===== config.mk =====
export PLATFORM = sky130hd
export DESIGN_NAME = ipd_queue_stage
export DESIGN_NICKNAME = d
export VERILOG_FILES = /design/src/rtl/ipd_queue_stage.sv
export SDC_FILE = /design/constraint.sdc
export NUM_CORES = 1
export LEC_CHECK = 0
export CAP_MARGIN = 10
export CORE_ASPECT_RATIO = 0.9
export CORE_MARGIN = 2
export CORE_UTILIZATION = 40
export DETAILED_ROUTE_END_ITERATION = 8
export SYNTH_ARGS = -nofsm -noshare
export SYNTH_HDL_FRONTEND = slang
export SYNTH_SLANG_ARGS = --single-unit

===== constraint.sdc =====
create_clock -name clk -period 7.56 [get_ports clk]
set_input_delay 1.89 -clock clk [delete_from_list [all_inputs] [get_ports clk]]
set_output_delay 1.89 -clock clk [all_outputs]
set_load 0.03 [all_outputs]

===== src/rtl/ipd_queue_stage.sv =====
// Pre-decode stage: decodes IF instructions at enqueue and buffers them in a DEPTH-entry FIFO toward ID.
// Head visible one cycle after enqueue into an empty queue; IF stalls only when full, flush drops everything.
module ipd_queue_stage #(
    parameter int DEPTH = 4,
    parameter int CNT_W = $clog2(DEPTH) + 1
) (
    input  logic             clk,
    input  logic             resetn,
    input  logic             if_valid,
    input  logic [31:0]      if_pc,
    input  logic [31:0]      if_pred_pc,
    input  logic [31:0]      if_inst,
    output logic             ipd_allow_in,
    input  logic             flush,
    input  logic             id_allow_in,
    output logic             ipd_to_id_valid,
    output logic [31:0]      id_pc,
    output logic [31:0]      id_pred_pc,
    output logic [25:0]      id_inst_type,
    output logic [31:0]      id_imm,
    output logic [4:0]       id_raddr1,
    output logic [4:0]       id_raddr2,
    output logic [4:0]       id_waddr,
    output logic [CNT_W-1:0] occupancy
);
    localparam int PTR_W = $clog2(DEPTH);

    localparam int T_ADDI = 25, T_ADD = 24, T_SUB = 23, T_OR = 22, T_ORI = 21, T_NOR = 20;
    localparam int T_ANDI = 19, T_AND = 18, T_XOR = 17, T_SRLI = 16, T_SLLI = 15, T_SRAI = 14;
    localparam int T_LU12I = 13, T_PCADDU12I = 12, T_SLT = 11, T_SLTU = 10, T_MUL = 9;
    localparam int T_JIRL = 8, T_B = 7, T_BEQ = 6, T_BNE = 5, T_BL = 4;
    localparam int T_STW = 3, T_LDW = 2, T_STB = 1, T_LDB = 0;

    typedef struct packed {
        logic [31:0] pc;
        logic [31:0] pred_pc;
        logic [25:0] inst_type;
        logic [31:0] imm;
        logic [4:0]  raddr1;
        logic [4:0]  raddr2;
        logic [4:0]  waddr;
    } entry_t;

    logic [16:0] op17;
    logic [9:0]  op10;
    logic [6:0]  op7;
    logic [5:0]  op6;
    logic [4:0]  rd, rj, rk;
    logic [25:0] dec_type;
    logic        is_alu3, is_shift, is_mem, is_store, rj_src1, has_wb;
    entry_t      dec_entry;

    assign op17 = if_inst[31:15];
    assign op10 = if_inst[31:22];
    assign op7  = if_inst[31:25];
    assign op6  = if_inst[31:26];
    assign rk   = if_inst[14:10];
    assign rj   = if_inst[9:5];
    assign rd   = if_inst[4:0];

    assign dec_type = {
        op10 == 10'h00a,   op17 == 17'h00020, op17 == 17'h00022, op17 == 17'h0002a,
        op10 == 10'h00e,   op17 == 17'h00028, op10 == 10'h00d,   op17 == 17'h00029,
        op17 == 17'h0002b, op17 == 17'h00089, op17 == 17'h00081, op17 == 17'h00091,
        op7  == 7'h0a,     op7  == 7'h0e,     op17 == 17'h00024, op17 == 17'h00025,
        op17 == 17'h00038, op6  == 6'h13,     op6  == 6'h14,     op6  == 6'h16,
        op6  == 6'h17,     op6  == 6'h15,     op10 == 10'h0a6,   op10 == 10'h0a2,
        op10 == 10'h0a4,   op10 == 10'h0a0
    };

    assign is_alu3  = dec_type[T_ADD] | dec_type[T_SUB] | dec_type[T_OR] | dec_type[T_NOR]
                    | dec_type[T_AND] | dec_type[T_XOR] | dec_type[T_SLT] | dec_type[T_SLTU]
                    | dec_type[T_MUL];
    assign is_shift = dec_type[T_SRLI] | dec_type[T_SLLI] | dec_type[T_SRAI];
    assign is_store = dec_type[T_STW] | dec_type[T_STB];
    assign is_mem   = is_store | dec_type[T_LDW] | dec_type[T_LDB];
    assign rj_src1  = dec_type[T_ADDI] | dec_type[T_ORI] | dec_type[T_ANDI] | is_shift
                    | dec_type[T_JIRL] | dec_type[T_BEQ] | dec_type[T_BNE] | is_mem;
    assign has_wb   = is_alu3 | is_shift | dec_type[T_ADDI] | dec_type[T_ORI] | dec_type[T_ANDI]
                    | dec_type[T_LU12I] | dec_type[T_PCADDU12I] | dec_type[T_JIRL]
                    | dec_type[T_LDW] | dec_type[T_LDB];

    always_comb begin
        dec_entry           = '0;
        dec_entry.pc        = if_pc;
        dec_entry.pred_pc   = if_pred_pc;
        dec_entry.inst_type = dec_type;
        dec_entry.raddr1    = is_alu3 ? rk : (rj_src1 ? rj : 5'd0);
        dec_entry.raddr2    = is_alu3 ? rj : ((dec_type[T_BEQ] | dec_type[T_BNE] | is_store) ? rd : 5'd0);
        dec_entry.waddr     = has_wb ? rd : 5'd0;
        if (dec_type[T_ADDI] | is_mem)
            dec_entry.imm = {{20{if_inst[21]}}, if_inst[21:10]};
        else if (dec_type[T_ORI] | dec_type[T_ANDI])
            dec_entry.imm = {20'd0, if_inst[21:10]};
        else if (is_shift)
            dec_entry.imm = {27'd0, if_inst[14:10]};
        else if (dec_type[T_LU12I] | dec_type[T_PCADDU12I])
            dec_entry.imm = {if_inst[24:5], 12'd0};
        else if (dec_type[T_JIRL] | dec_type[T_BEQ] | dec_type[T_BNE])
            dec_entry.imm = {{14{if_inst[25]}}, if_inst[25:10], 2'b00};
        else if (dec_type[T_B] | dec_type[T_BL])
            dec_entry.imm = {{4{if_inst[9]}}, if_inst[9:0], if_inst[25:10], 2'b00};
    end

    entry_t           mem [DEPTH];
    logic [PTR_W-1:0] wr_ptr, rd_ptr;
    logic             enq, deq;
    entry_t           head;

    assign ipd_allow_in    = (occupancy != CNT_W'(DEPTH));
    assign ipd_to_id_valid = (occupancy != '0) & ~flush;
    assign enq             = if_valid & ipd_allow_in & ~flush;
    assign deq             = ipd_to_id_valid & id_allow_in;

    always_ff @(posedge clk or negedge resetn) begin
        if (!resetn) begin
            wr_ptr    <= '0;
            rd_ptr    <= '0;
            occupancy <= '0;
        end else if (flush) begin
            wr_ptr    <= '0;
            rd_ptr    <= '0;
            occupancy <= '0;
        end else begin
            if (enq) wr_ptr <= wr_ptr + PTR_W'(1);
            if (deq) rd_ptr <= rd_ptr + PTR_W'(1);
            occupancy <= occupancy + CNT_W'(enq) - CNT_W'(deq);
        end
    end

    // Payload storage carries no reset: entries are only observed through the valid mask.
    always_ff @(posedge clk) begin
        if (enq) mem[wr_ptr] <= dec_entry;
    end

    assign head = ipd_to_id_valid ? mem[rd_ptr] : '0;

    assign id_pc        = head.pc;
    assign id_pred_pc   = head.pred_pc;
    assign id_inst_type = head.inst_type;
    assign id_imm       = head.imm;
    assign id_raddr1    = head.raddr1;
    assign id_raddr2    = head.raddr2;
    assign id_waddr     = head.waddr;
endmodule


== Word-level counts from Yosys, hierarchy flattened ==
Memories as Yosys holds them, arrays and structs flattened.
Index checks and enable logic that the tools add are counted.
Operators by class
  equal/unequal tests: 27
  add/sub/neg operators: 4
  mux-type cells: 19
  reductions and logical operators: 3
  bitwise operators: 42
Operators with widths (number)
  32-bit 2-to-1 mux: 6
  17-bit by 6-bit == test with 1-bit output (second input constant): 9
  137-bit 2-to-1 mux: 1
  17-bit by 8-bit == test with 1-bit output (second input constant): 3
  10-bit by 8-bit == test with 1-bit output (second input constant): 4
  1-bit OR: 37
  10-bit by 4-bit == test with 1-bit output (second input constant): 3
  6-bit by 5-bit == test with 1-bit output (second input constant): 5
  5-bit 2-to-1 mux: 5
  7-bit by 4-bit == test with 1-bit output (second input constant): 2
  2-bit 2-to-1 mux: 4
  2-bit by 1-bit adder with 2-bit output (second input constant): 2
  1-bit bitwise AND: 4
  2-bit nonzero test: 2
  3-bit by 1-bit adder with 3-bit output: 1
  3-bit 2-to-1 mux: 1
  3-bit inequality test (second input constant): 1
  3-bit nonzero test: 1
  3-bit by 1-bit subtractor with 3-bit output: 1
  1-bit 2-to-1 mux: 2
  1-bit inverter: 1
Storage, ports and cells
  register bits: 7
  memories: 1
  RAM bits: 548
  logic and storage cells: 99
  output and inout port bits: 142
  input bits: 101
Memory list
  mem: depth 4, width 137, read ports 1, clocked after Yosys merged registers in 0, write ports 1, RTL line 105  | entry_t mem [DEPTH];

== Logic depth before layout (Yosys ltp) ==
  depth in word-level cells: 19
  depth in mapped cells: 11
  mapped depth without buffers: 11

== Worst setup path after synthesis ==
Ideal clock, no wire load.
  path kind: input to register
  start: input port flush
  end: memory mem[0][0] (netlist name), enable pin
  library setup time: 0.513 ns
  path slack: 1.611 ns
  arrival: 5.436 ns
  path buffers: 1
  required time: 7.047 ns
  stages on the path: 3
  cells stage by stage: clkbuf_1 nor2_1 and2_1
On the way
  cells in the longest elaborated chain, start to end: 4
RTL lines
  start: declaration: RTL line 14  | input logic flush,
  1-bit inverter: RTL line 112  | assign enq = if_valid & ipd_allow_in & ~flush;
  1-bit bitwise AND: RTL line 112
  1-bit 2-to-1 mux: RTL line 133  | if (enq) mem[wr_ptr] <= dec_entry;
  1-bit 2-to-1 mux (implied by the code): RTL line 133
  end: declaration: RTL line 105
No other way between the ends.

== Worst setup path after layout ==
  start: input port flush
  end: output port id_waddr[2]
On the way
  cells in the longest elaborated chain, start to end: 3
RTL lines
  1-bit inverter: RTL line 111  | assign ipd_to_id_valid = (occupancy != '0) & ~flush;
  1-bit bitwise AND: RTL line 111
  137-bit 2-to-1 mux: RTL line 136  | assign head = ipd_to_id_valid ? mem[rd_ptr] : '0;
  end: declaration: RTL line 23  | output logic [4:0] id_waddr,
No other way between the ends.

==> metrics.sh <==
RUN_STATUS='complete, no violations'
START_KIND='input pin'
CELL_INTERNAL_PWR_uW=5860
SHORTEST_PERIOD_THE_WORST_PATH_ALLOWS_PS=6000
PATH_BUF_INV=3
CP_SLOWEST_CELL='clkdlybuf4s50_1'
SW_FRAC_OF_TOTAL_PCT=26.9
CORE_UM2=54500
FINALWEIGHTEDCONGESTION=0.814
IO_PINS=243
DP.CELLS=1995
CTS_RESIZED=0
PATH_CLASS='input pin to output port'
SLEW_VIOLATIONS=0
CTSHTREEMAXLEVEL=2
CTSHOLDBUFFERS=0
SHARE_CLK_OF_TOTAL_POWER_PCT=32.1
FIN_WORST_HOLD_SLACK_PS=583
DIEAREA_UM2=57400
SYNTH_NETS=1210
GRT_MAX_DEGREE=141
CLKSLEWWORSTSETUPHOLDPATHS_PS=60
DETAIL_ROUTE.FIRST_PASS.ITERATIONS=5
SYNTH_CELLS=1102
FINALCRITPERIODSHARE_PCT=79.3
PLACE.DETAILED.HPWL_UM=30000
FP.DIEW_UM=252
CPLARGESTDELAYFAMILY='buffers and inverters'
SYNTH-EDFF-COUNT=548
FINAL.SETUP.TNS_PS=0
RSZ0062_AT_GRT='false'
DETAILEDROUTE.FIRSTITERATIONVIOLATIONS=978
YOSYS_MOST_USED_DFF='edfxtp_1'
PROPORTION_OF_SYNTHESIZED_FLIP_FLOPS_HAVING_ASYNCHRONOUS_SET_OR_RESET_PCT=1.26
GRT_UTIL_ALL_LAYERS_PCT=17.0
CTS-BUFFERS-INSERTED=55
FMAXACHIEVABLE_GHz=0.167
START_UTIL_PCT=40.7
GRT_PASS1_WL_UM=72100
REPORT.FINAL.SETUP_VIOL=0
TIMING.FINAL.HOLD_VIOLATIONS=0
COMPOUND_GATE_FRACTION_OF_SYNTH_AREA_PCT=2.04
BUFFER_PORTS.INSERTED=242
SEQCELLAREA_UM2=16600
YOSYSSEQAREASHARE_PCT=75.0
PWR-SHARE-COMB_PCT=22.7
CLOCK_BUFFER_DEPTH=3
CRITICAL_PATH.MAX_FANOUT=140
FINAL.FILL_COUNT=4477
DRT-VIAS-PER-INSTANCE=5.33
GRT-BUSIEST-LAYER='met2'
WORSTHOLDPATHTYPE='flip-flop to flip-flop'
TIMING.SLEW.HEADROOM_PCT=19.8
P_SWITCHING_uW=2160
AVERAGE_INSTANCE_AREA_AFTER_SYNTHESIS_UM2=20.1
YS.WARNINGS.COUNT=0
SEQUENTIALPOWERSHARE_PCT=45.2
END_KIND='output port'
PEAKVDDDROP_mV=0.203
SYNTH_SEQ_CELLS=555
FIRST_GLOBAL_VIAS=11372
GR-USAGE-MET2_PCT=26.6
MAXCAPVIOLCOUNT=0
CHIPHEIGHT_UM=227
SYNTHESIZED_AREA_FRACTION_OCCUPIED_BY_ADDER_CELLS_PCT=0.429
POWER_LEAKAGE_uW=0.00858
CRIT_PATH_CELL_TRACE='clkdlybuf4s50_1 > a21oi_4 > buf_12 > and2_1 > clkdlybuf4s50_1'
DESIGN.FINAL.NETS=1455
WORST_SLEW_PIN_SLEW_PS=1190
GRT_REMAINING_OVERFLOW=0
LAYOUT.CELLS.NON_FILLER=2097
GRT_ANTENNA_BEFORE_REPAIR=17
ARRIVAL_PS=4110
YOSYS.AREA_SHARE.XOR_XNOR_PCT=0.197
MULTI_INPUT_COMB_AREA_UM2=5270
DRT_DRC_VIOLATIONS_LEFT=0
POST_SYNTH_MUX_AREA_SHARE_PCT=14.0
MAIN_COMBINATIONAL_CELL_FAMILY_BY_AREA_AFTER_SYNTHESIS='multiplexers'
LAYOUT-DRIVE-GT1-SHARE_PCT=17.6
GRT_USE_MET1_PCT=24.0
CLOCK_SINK_COUNT=555
WL_PER_CELL_UM=23.2
ROW_COUNT=81
POSTCTSSETUPREPAIRBUFS=0
CRITPATHMOSTFREQUENTCELL='clkdlybuf4s50_1'
AREA_DELTA_SYNTH_FINAL_PCT=22.3
POST_SYNTH_INSTANCE_AREA_UM2=22200
WORST_SKEW_PAIR.LATE_LATENCY_PS=590
POST_SYNTHESIS_SHARE_OF_CELL_AREA_SPENT_ON_AND_OR_NAND_AND_NOR_GATES_PCT=7.03
FINAL_CLOCK_SKEW_PS=21.3
DETAILROUTE.VIA_COUNT=11167
POWER.DENSITY_nW_PER_UM2=296
DRT.ANTENNA.VIOLATING_NETS=0
CRIT_PATH_MAX_INCR_DELAY_PS=690
GROUTE.LAYER.MET3.USAGE_PCT=4.77
CTS_ROOT_BUF='clkbuf_16'
POST_SYNTH_NUM_CELL_TYPES=50
TRITONCTS='built'
WORST_EP_REQUIRED_TIME_PS=5670
DRT-TOTAL-WL_UM=48700
## cells in the mapped netlist (2+ instances only)
library cell  instances  area (um2)
a211oi_1              9        67.6
a21oi_1               4        20.0
a22o_1               20         175
a22oi_1               5        37.5
a31o_2                2        17.5
and2_1              146         913
and2b_2               4        35.0
buf_1                 3        11.3
buf_2                15        75.1
clkbuf_1             47         176
dfrtp_1               7         175
edfxtp_1            548       16500
ha_1                  6        75.1
inv_1                11        41.3
mux4_2              137        3090
nand2_1              22        82.6
nand3_1               6        30.0
nand3b_1              4        30.0
nand4_1               2        12.5
nand4b_1              2        17.5
nor2_1               27         101
nor2b_1               4        25.0
nor3_1               11        55.1
nor3b_1               8        60.1
nor4_1                5        31.3
o21ai_0              18        90.1
or3_2                 2        15.0
or3b_2                2        17.5
xnor2_1               3        26.3
xor2_1                2        17.5
## worst min-delay path, cell delays in order (launching register included)
cell	delay [ps]
dfrtp_1	410
nand2_1	70
a21oi_1	60
## through the flow
step	setup slack, ps	total power [uW]	cell area [um2]	util (%)
final	1560	8020	27100	49.8
after global routing	1360	8350	27100	49.8
after CTS	1470	8150	27100	49.8
after detailed placement	1470	5560	25400	46.6
after global placement	1530	5540	25400	46.6
after floorplan	1610	4850	22200	-
## registers in the layout, summed over array words and instances (netlist names)
name       flops
occupancy      3
rd_ptr         2
wr_ptr         2
mem          548
## power groups by stage
| stage | Sequential (uW) | Combinational, uW | Clock, uW |
|---|---|---|---|
| final | 3620 | 1820 | 2580 |
| after global placement | 3680 | 1860 | 0 |
| after global routing | 3640 | 1950 | 2770 |
| after CTS | 3630 | 1870 | 2650 |
| after detailed placement | 3690 | 1870 | 0 |
| after floorplan | 3670 | 1180 | 0 |
## final timing paths
path | start | to | slack [ps] | cells after the start
min in group asynchronous | resetn | occupancy[2]$_DFF_PN0_ | 1550 | 1
setup reg to reg | occupancy[1]$_DFF_PN0_ | mem[3][92]$_DFFE_PP_ | 4680 | 6
max in group asynchronous | resetn | rd_ptr[0]$_DFFE_PN0P_ | 5730 | 1
hold / removal | wr_ptr[1]$_DFFE_PN0P_ | wr_ptr[1]$_DFFE_PN0P_ | 580 | 2
setup / recovery | flush | id_waddr[2] | 1560 | 5
hold reg to reg | wr_ptr[1]$_DFFE_PN0P_ | wr_ptr[1]$_DFFE_PN0P_ | 580 | 2
## metal layers
| layer | part of all wire (%) | wire, um |
|---|---|---|
| met1 | 44 | 21500 |
| met2 | 47 | 22800 |
| met3 | 7.3 | 3570 |
| met4 | 1.3 | 651 |
| met5 | 0.32 | 156 |
## logic make-up after synthesis
group | count (synthesis)
adder cells (fa/ha/maj) | 7
buffers and inverters | 76
XOR/XNOR | 5
flip-flops | 555
multiplexers | 138
AND/OR/NAND/NOR | 260
AO/OA/AOI/OAI | 61
## area by class of cell
cell class | instances | share of cell area [%]
clock inverter | 32 | 0.848
antenna | 1 | 0.00922
clock buffer | 69 | 5.42
sequential | 555 | 61.3
timing repair buffer | 253 | 9.60
tap | 705 | 3.25
multi-input combinational | 471 | 19.4
inverter | 11 | 0.152
## cell usage in the layout, fill, tap and decap left out, drive strengths merged, types with 5 or more instances in the layout
cell type / n
ha: 6
nor3: 11
nor4: 5
clkdlybuf4s50: 242
nor2: 27
a22o: 20
a211oi: 9
inv: 11
mux4: 137
buf: 11
nand3: 6
clkbuf: 69
a22oi: 5
o21ai: 18
edfxtp: 548
nand2: 22
dfrtp: 7
and2b: 5
nor3b: 8
and2: 146
clkinv: 27
No activity file was read; power rests on OpenSTA's default activity.
